### src/rtl/axi_byte_fetch.sv
// Fetches len bytes starting at base_addr over an AXI read master, one
// single-beat read at a time, and streams the low byte of each beat out in order.
module axi_byte_fetch #(
    parameter int FIFO_DEPTH = 4,
    parameter int LEN_W      = 16
) (
    input  logic             clk,
    input  logic             rst_n,
    input  logic             start,
    input  logic [31:0]      base_addr,
    input  logic [LEN_W-1:0] len,
    output logic             busy,
    output logic             done,
    output logic             err,
    output logic             M_AXI_ARVALID,
    input  logic             M_AXI_ARREADY,
    output logic [31:0]      M_AXI_ARADDR,
    input  logic             M_AXI_RVALID,
    output logic             M_AXI_RREADY,
    input  logic [31:0]      M_AXI_RDATA,
    input  logic [1:0]       M_AXI_RRESP,
    output logic             out_valid,
    input  logic             out_ready,
    output logic [7:0]       out_data
);

    localparam int AW = (FIFO_DEPTH > 1) ? $clog2(FIFO_DEPTH) : 1;
    localparam int CW = AW + 1;

    typedef enum logic [1:0] {
        IDLE  = 2'd0,
        ADDR  = 2'd1,
        DATA  = 2'd2,
        DRAIN = 2'd3
    } state_t;

    state_t           state_r, state_next_s;
    logic             arvalid_r, arvalid_next_s;
    logic [31:0]      araddr_r, araddr_next_s;
    logic             rready_r, rready_next_s;
    logic             busy_r, busy_next_s;
    logic             done_r, done_next_s;
    logic             err_r, err_next_s;
    logic [LEN_W-1:0] len_r, len_next_s;
    logic [LEN_W-1:0] rcv_r, rcv_next_s;

    logic [7:0]       mem_r [FIFO_DEPTH];
    logic [AW-1:0]    wr_ptr_r, rd_ptr_r;
    logic [CW-1:0]    count_r, count_next_s;
    logic             push_s, pop_s, space_s;
    logic             unused_rdata_s;

    // Only the low byte of each beat carries data for this stream.
    assign unused_rdata_s = ^M_AXI_RDATA[31:8];

    assign push_s  = M_AXI_RVALID && rready_r;
    assign pop_s   = (count_r != {CW{1'b0}}) && out_ready;
    // Occupancy after this cycle decides whether a new read may be issued,
    // so a beat always has a free slot waiting for it.
    assign space_s = (count_next_s < CW'(FIFO_DEPTH));

    // FIFO occupancy after this cycle's push/pop
    always_comb begin
        count_next_s = count_r;
        if (push_s && !pop_s) begin
            count_next_s = count_r + CW'(1);
        end else if (!push_s && pop_s) begin
            count_next_s = count_r - CW'(1);
        end else begin
            count_next_s = count_r;
        end
    end

    // FIFO storage, pointers and occupancy
    always_ff @(posedge clk or negedge rst_n) begin
        if (!rst_n) begin
            for (int i = 0; i < FIFO_DEPTH; i++) begin
                mem_r[i] <= 8'h00;
            end
            wr_ptr_r <= {AW{1'b0}};
            rd_ptr_r <= {AW{1'b0}};
            count_r  <= {CW{1'b0}};
        end else begin
            if (push_s) begin
                mem_r[wr_ptr_r] <= M_AXI_RDATA[7:0];
                wr_ptr_r        <= wr_ptr_r + AW'(1);
            end
            if (pop_s) begin
                rd_ptr_r <= rd_ptr_r + AW'(1);
            end
            count_r <= count_next_s;
        end
    end

    // Fetch sequencing: next state and next registered outputs
    always_comb begin
        state_next_s   = state_r;
        arvalid_next_s = arvalid_r;
        araddr_next_s  = araddr_r;
        rready_next_s  = 1'b0;
        busy_next_s    = busy_r;
        done_next_s    = 1'b0;
        err_next_s     = err_r;
        len_next_s     = len_r;
        rcv_next_s     = rcv_r;
        case (state_r)
            IDLE: begin
                if (start) begin
                    err_next_s    = 1'b0;
                    araddr_next_s = base_addr;
                    len_next_s    = len;
                    rcv_next_s    = {LEN_W{1'b0}};
                    if (len == {LEN_W{1'b0}}) begin
                        done_next_s = 1'b1;
                    end else begin
                        busy_next_s    = 1'b1;
                        state_next_s   = ADDR;
                        arvalid_next_s = space_s;
                    end
                end else begin
                    state_next_s = IDLE;
                end
            end
            ADDR: begin
                if (arvalid_r && M_AXI_ARREADY) begin
                    arvalid_next_s = 1'b0;
                    araddr_next_s  = araddr_r + 32'd1;
                    rready_next_s  = 1'b1;
                    state_next_s   = DATA;
                end else if (!arvalid_r) begin
                    arvalid_next_s = space_s;
                end else begin
                    arvalid_next_s = 1'b1;
                end
            end
            DATA: begin
                rready_next_s = 1'b1;
                if (push_s) begin
                    rready_next_s = 1'b0;
                    rcv_next_s    = rcv_r + LEN_W'(1);
                    if (M_AXI_RRESP != 2'b00) begin
                        err_next_s = 1'b1;
                    end else begin
                        err_next_s = err_r;
                    end
                    if ((rcv_r + LEN_W'(1)) == len_r) begin
                        state_next_s = DRAIN;
                    end else begin
                        state_next_s   = ADDR;
                        arvalid_next_s = space_s;
                    end
                end else begin
                    state_next_s = DATA;
                end
            end
            DRAIN: begin
                if (count_next_s == {CW{1'b0}}) begin
                    done_next_s  = 1'b1;
                    busy_next_s  = 1'b0;
                    state_next_s = IDLE;
                end else begin
                    state_next_s = DRAIN;
                end
            end
            default: begin
                state_next_s   = IDLE;
                arvalid_next_s = 1'b0;
                busy_next_s    = 1'b0;
            end
        endcase
    end

    // Control and AXI output registers
    always_ff @(posedge clk or negedge rst_n) begin
        if (!rst_n) begin
            state_r   <= IDLE;
            arvalid_r <= 1'b0;
            araddr_r  <= 32'h0000_0000;
            rready_r  <= 1'b0;
            busy_r    <= 1'b0;
            done_r    <= 1'b0;
            err_r     <= 1'b0;
            len_r     <= {LEN_W{1'b0}};
            rcv_r     <= {LEN_W{1'b0}};
        end else begin
            state_r   <= state_next_s;
            arvalid_r <= arvalid_next_s;
            araddr_r  <= araddr_next_s;
            rready_r  <= rready_next_s;
            busy_r    <= busy_next_s;
            done_r    <= done_next_s;
            err_r     <= err_next_s;
            len_r     <= len_next_s;
            rcv_r     <= rcv_next_s;
        end
    end

    assign M_AXI_ARVALID = arvalid_r;
    assign M_AXI_ARADDR  = araddr_r;
    assign M_AXI_RREADY  = rready_r;
    assign busy          = busy_r;
    assign done          = done_r;
    assign err           = err_r;
    assign out_valid     = (count_r != {CW{1'b0}});
    assign out_data      = mem_r[rd_ptr_r];

endmodule

### config.mk
export PLATFORM = sky130hd
export DESIGN_NAME = axi_byte_fetch
export DESIGN_NICKNAME = d
export VERILOG_FILES = /design/src/rtl/axi_byte_fetch.sv
export SDC_FILE = /design/constraint.sdc
export NUM_CORES = 1
export LEC_CHECK = 0
export CAP_MARGIN = 20
export CELL_PAD_IN_SITES_DETAIL_PLACEMENT = 1
export CELL_PAD_IN_SITES_GLOBAL_PLACEMENT = 1
export CORE_ASPECT_RATIO = 1.75
export CORE_MARGIN = 2
export CORE_UTILIZATION = 39
export CTS_CLUSTER_DIAMETER = 30
export DETAILED_ROUTE_END_ITERATION = 12
export GPL_ROUTABILITY_DRIVEN = 0
export PLACE_DENSITY = 0.79
export SYNTH_ARGS = -nofsm -noshare
export SYNTH_HDL_FRONTEND = slang
export SYNTH_SLANG_ARGS = --single-unit
### constraint.sdc
create_clock -name clk -period 3.01 [get_ports clk]
set_input_delay 0.4515 -clock clk [delete_from_list [all_inputs] [get_ports clk]]
set_output_delay 0.4515 -clock clk [all_outputs]
set_load 0.02 [all_outputs]
==> results.yml, run 1 <==
timing:
  clock_skew_ns: 0.0154
  clock.fmax_mhz: 370
  slew_viol_final: 0
  worstMarginPinSlew_ns: 0.957
  slew_headroom_pct: 36.2
  rsz0062_at_grt: "false"
  fin_tns_setup_ns: 0
  finalHoldViolCount: 0
  timing.hold.ws_ns: 0.212
  setup_viol: 0
  post-route-period-util_pct: 89.8
  fin_crit_ns: 2.70
critical_path:
  reg2reg_from: "rcv_r[0]$_DFFE_PN0P_"
  worstPathArrival_ns: 2.25
  cp-end-kind: "output pin"
  r2r_end: "M_AXI_ARVALID$_DFFE_PN0P_"
  critPathLaunchType: "register"
  required_ns: 2.56
  worstSetupStartpoint: "rd_ptr_r[0]$_DFFE_PN0P_"
  r2r_cells: 8
  crit_fanout: 10
  reg2reg_slack_ns: 0.40
  worstSetupPathType: "register to output pin"
  crit_path_end: "out_data[4]"
synth:
  synth_edf_count: 0
  yosysSeqAreaShare_pct: 44.0
  synth_seq_cells: 110
  async_flop_share_pct: 100
  yosysTopAreaCell: "dfrtp_1"
  syn_area_per_cell_um2: 9.85
  syn_nets: 737
  post_synth_instance_area_mm2: 0.00626
  yosys_warnings: 0
  yosysTopAreaCellShare_pct: 44.0
  synth.area.top_cells: "dfrtp_1, mux2_2, a21oi_1"
  synth.distinct_cells: 67
  postSynthCellCount: 635
  synthFlopType: "dfrtp_1"
route:
  wl_per_cell_um: 19.7
  wirelength_mm: 18.2
  routed-wl-met2_mm: 10.1
  met3_length_um: 572
  drtPass1Iterations: 4
  num_vias: 5369
  highest_layer: "met4"
  viasPerCell: 5.81
  first_iter_violations: 213
  met1_length_mm: 7.18
  post-route-drc-count: 0
  postRouteAntennaNets: 0
finish:
  drive_gt1_share_pct: 13.7
  syn_to_final_growth_pct: 25.4
  nNetsFinal: 832
  final_area_mm2: 0.00785
  antenna_cells: 0
clock_tree:
  clock_latency_ns: 0.36
  cts_tree: "built"
  cts_resized: 0
  postCtsHoldBufs: 0
  path_clk_slew_ns: 0.09
  clockBufferDepth: 2
  numCtsBuffers: 9
  cts_max_level: 3
  post_cts_buffers: 0
  ctsRootBufferMaster: "clkbuf_16"
  clock-sinks: 110
placement:
  placed_area_mm2: 0.00753
  port_buffers: 109
  dp_hpwl_mm: 13.2
grt:
  grt_pass1_vias: 5753
  grt-ovfl-total: 0
  grt_usage_pct: 21.6
  antenna_found_initial: 0
  grt_max_degree: 84
  grt_pass1_wl_mm: 29.3
die:
  fp.dieW_um: 99.7
  fp.dieH_um: 172
  rows: 61
  ios: 134
  start_util_pct: 39.6
  dieArea_mm2: 0.0171
  coreArea_mm2: 0.0158
outcome:
  status: "complete, no violations"
run:
  max_cap_violations: 0
hold_path:
  hp-class: "input pin to asynchronous set/reset pin"
pwr:
  power.leakage_nw: 3.21
  power.density_mw_per_mm2: 1030
  peakVddDrop_mv: 0.516
-- power breakdown --
group / total (mW) / internal, mW / switching, mW
clock: 1.24 / 0.598 / 0.640
sequential: 2.78 / 2.11 / 0.663
combinational: 4.06 / 1.97 / 2.09
-- stage by stage --
stage	total power, mW	cells	utilization (%)	setup WS [ns]
after floorplan	5.29	635	-	0.858
after global placement	6.63	908	47.7	0.342
after detailed placement	6.87	908	47.7	0.351
after CTS	8.16	924	49.7	0.234
after global routing	8.62	924	49.7	0.172
final	8.08	924	49.7	0.308
-- cells in the mapped netlist (12+ instances only) --
| library cell | number |
|---|---|
| nand4_1 | 12 |
| inv_1 | 12 |
| ha_1 | 14 |
| xor2_1 | 13 |
| clkbuf_1 | 26 |
| nand2_1 | 60 |
| dfrtp_1 | 110 |
| nand3_1 | 33 |
| nor2_1 | 30 |
| a2bb2oi_1 | 12 |
| mux2_2 | 48 |
| and3_1 | 16 |
| a21oi_1 | 51 |
| o21ai_0 | 31 |
| o21ai_1 | 16 |
| o22ai_1 | 19 |
-- routing by layer --
metal / up-vias / global-route usage, %
li1: 2531 / -
met3: 24 / 2.97
met1: 2698 / 24.5
met5: - / 0
met2: 116 / 41.2
met4: 0 / 7.03
-- cells in the final DEF (no fill, tap or decap), types with 7 or more instances in the layout --
cell	count
dfrtp_1	110
clkdlybuf4s50_1	108
nand2_1	60
a21oi_1	51
mux2_2	48
nand3_1	33
o21ai_0	31
nor2_1	30
o22ai_1	19
and3_1	16
o21ai_1	16
xor2_1	13
ha_1	13
inv_1	12
nand4_1	12
a2bb2oi_1	12
buf_4	12
clkbuf_16	9
and2_1	8
mux4_2	8
xnor2_1	7
or3_1	7
o31ai_1	7
a31oi_1	7
-- worst max-delay path, stage by stage, from the launching register on --
cell,delay [ns]
dfrtp_1,0.72
mux4_2,0.60
clkdlybuf4s50_1,0.57
-- worst min-delay path by stage --
stage | startpoint | end | cells after the start
2_1_floorplan | rst_n | M_AXI_ARADDR[0]$_DFFE_PN0P_ | 0
3_3_place_gp | mem_r[13]$_DFFE_PN0P_ | mem_r[13]$_DFFE_PN0P_ | 1
3_5_place_dp | mem_r[7]$_DFFE_PN0P_ | mem_r[7]$_DFFE_PN0P_ | 1
4_1_cts | rst_n | M_AXI_ARADDR[13]$_DFFE_PN0P_ | 1
5_1_grt | rst_n | M_AXI_ARADDR[13]$_DFFE_PN0P_ | 1
6_report | rst_n | M_AXI_ARADDR[13]$_DFFE_PN0P_ | 1
-- logic make-up after synthesis --
logic type / share of synthesized area, %
muxes: 12.0
xor gates and xnor gates: 3.18
adders and majority gates: 2.80
buffers and inverters: 3.36
DFF: 44.0
AOI/OAI and AO/OA: 17.7
and+or+nand+nor: 17.0
-- final cells by class --
cell class                      count  area [um^2]
Inverter                           14         52.6
Sequential cell                   110         2750
Timing Repair Buffer              121         1190
Tap cell                          189          236
Fill cell                        1765         7950
Multi-Input combinational cell    474         3300
Clock buffer                        9          225
Clock inverter                      7         86.3
-- state kept, by name, indices dropped and copies added (netlist names) --
signal	flops
mem_r	32
wr_ptr_r	2
done	1
M_AXI_RREADY	1
state_r	2
rd_ptr_r	2
err	1
rcv_r	16
M_AXI_ARVALID	1
len_r	16
count_r	3
M_AXI_ARADDR	32
busy	1
Note: power is estimated with default switching activity, not from simulation.
==> run 2, diff against run 1 <==
- CORE_UTILIZATION: 39 -> 42
- PLACE_DENSITY: 0.79 -> 0.84
- clock period: 3.01 -> 3.15 ns (I/O delays scaled with it)
==> results.yml, run 2 (synthesis gave the netlist of run 1 again) <==
pwr:
  peakVddDrop_mv: 0.392
  power.density_mw_per_mm2: 992
  power.leakage_nw: 3.20
  total_power_mw: 7.75
critical_path:
  cp_top_family: "flip-flops"
  path_cells: "mux4_2 > clkdlybuf4s50_1"
  cp-end-kind: "output pin"
  crit_buf_inv: 1
  worstSetupPathType: "register to output pin"
  crit_fanout: 10
  cp.depth: 2
  reg2reg_slack_ns: 0.44
  cp_slowest_stage_delay_ns: 0.75
  r2r_end: "M_AXI_ARVALID$_DFFE_PN0P_"
  worstPathArrival_ns: 2.26
  crit_slowest_cell: "dfrtp_1"
  critPathLaunchType: "register"
  required_ns: 2.68
  crit_path_end: "out_data[5]"
  reg2reg_from: "rcv_r[0]$_DFFE_PN0P_"
  worstSetupStartpoint: "rd_ptr_r[0]$_DFFE_PN0P_"
  r2r_cells: 7
route:
  wl_per_cell_um: 21.0
  viasPerCell: 6.07
  first_iter_violations: 166
  postRouteAntennaNets: 0
  drtPass1Iterations: 5
  post-route-drc-count: 0
  num_vias: 5564
  wirelength_mm: 19.2
finish:
  syn_to_final_growth_pct: 25.0
  post-route-util_pct: 53.2
  drive_gt1_share_pct: 13.6
  regArea_mm2: 0.00275
  fill_cells: 1639
  final_common_cell: "dfrtp_1"
  final_cell_mix: "dfrtp_1, clkdlybuf4s50_1, nand2_1"
  antenna_cells: 0
  nNetsFinal: 831
  multi_input_area_mm2: 0.00330
clock_tree:
  ctsRootBufferMaster: "clkbuf_16"
  cts_max_level: 3
  cts_tree: "built"
  cts_resized: 0
  clock-sinks: 110
  path_clk_slew_ns: 0.08
  post_cts_buffers: 0
  postCtsHoldBufs: 0
  clock_latency_ns: 0.36
  numCtsBuffers: 9
  clockBufferDepth: 2
outcome:
  status: "complete, no violations"
timing:
  finalHoldViolCount: 0
  clock.fmax_mhz: 366
  clock_skew_ns: 0.0105
  setup_viol: 0
  rsz0062_at_grt: "false"
  slew_viol_final: 0
  post-route-period-util_pct: 86.6
  fin_crit_ns: 2.73
  slew_headroom_pct: 43.0
  worstMarginPinSlew_ns: 0.852
  fin_tns_setup_ns: 0
run:
  max_cap_violations: 0
grt:
  grt_pass1_vias: 6089
  grt_usage_pct: 24.9
  grt-ovfl-total: 0
  antenna_found_initial: 0
  grt_max_degree: 84
  grt_pass1_wl_mm: 30.8
die:
  ios: 134
  fp.dieW_um: 96.3
  start_util_pct: 42.6
  fp.dieH_um: 165
  dieArea_mm2: 0.0159
  coreArea_mm2: 0.0147
  rows: 59
hold_path:
  hp-class: "input pin to asynchronous set/reset pin"
placement:
  port_buffers: 109
  dp_hpwl_mm: 14.2
## run 2: cell count changes in the layout (fill, tap and decap cells not counted), sizes merged
cell / delta
clkinv: -2
inv: +1
clkbuf: +1
buf: -1
## run 2: cell type report
type | count | area share, %
multi-input cells | 474 | 42.2
flip-flops and latches | 110 | 35.2
repair buffers | 120 | 15.1
clock buffers | 10 | 3.06
well taps | 183 | 2.93
clock inverters | 6 | 0.768
inverters | 14 | 0.672
## run 2: worst min-delay path by stage
stage,start,endpoint,cells after the start
2_1_floorplan,rst_n,M_AXI_ARADDR[0]$_DFFE_PN0P_,0
3_3_place_gp,rst_n,mem_r[30]$_DFFE_PN0P_,1
3_5_place_dp,rst_n,mem_r[14]$_DFFE_PN0P_,1
4_1_cts,rst_n,mem_r[14]$_DFFE_PN0P_,1
5_1_grt,rst_n,mem_r[14]$_DFFE_PN0P_,1
6_report,rst_n,mem_r[14]$_DFFE_PN0P_,1
## run 2: stage by stage
step	setup slack [ns]	area, um^2	cells	hold WS [ns]
final	0.421	7820	917	0.0283
after global routing	0.279	7820	917	0.0488
after CTS	0.373	7820	917	0.0389
after detailed placement	0.435	7520	901	0.429
after global placement	0.528	7520	901	0.411
after floorplan	0.998	6260	635	0.177
## run 2: power breakdown
part | switching [mW] | internal [mW] | leakage (nW)
Combinational | 2.05 | 1.87 | 1.71
Clock | 0.581 | 0.582 | 0.149
Sequential | 0.648 | 2.02 | 1.34
## run 2: per-layer routing
metal	wire length, um	vias up	track usage (%)
li1	-	2539	-
met1	7060	2832	27.1
met2	10900	148	46.7
met3	631	45	3.45
met4	646	0	10.3
met5	0	-	0
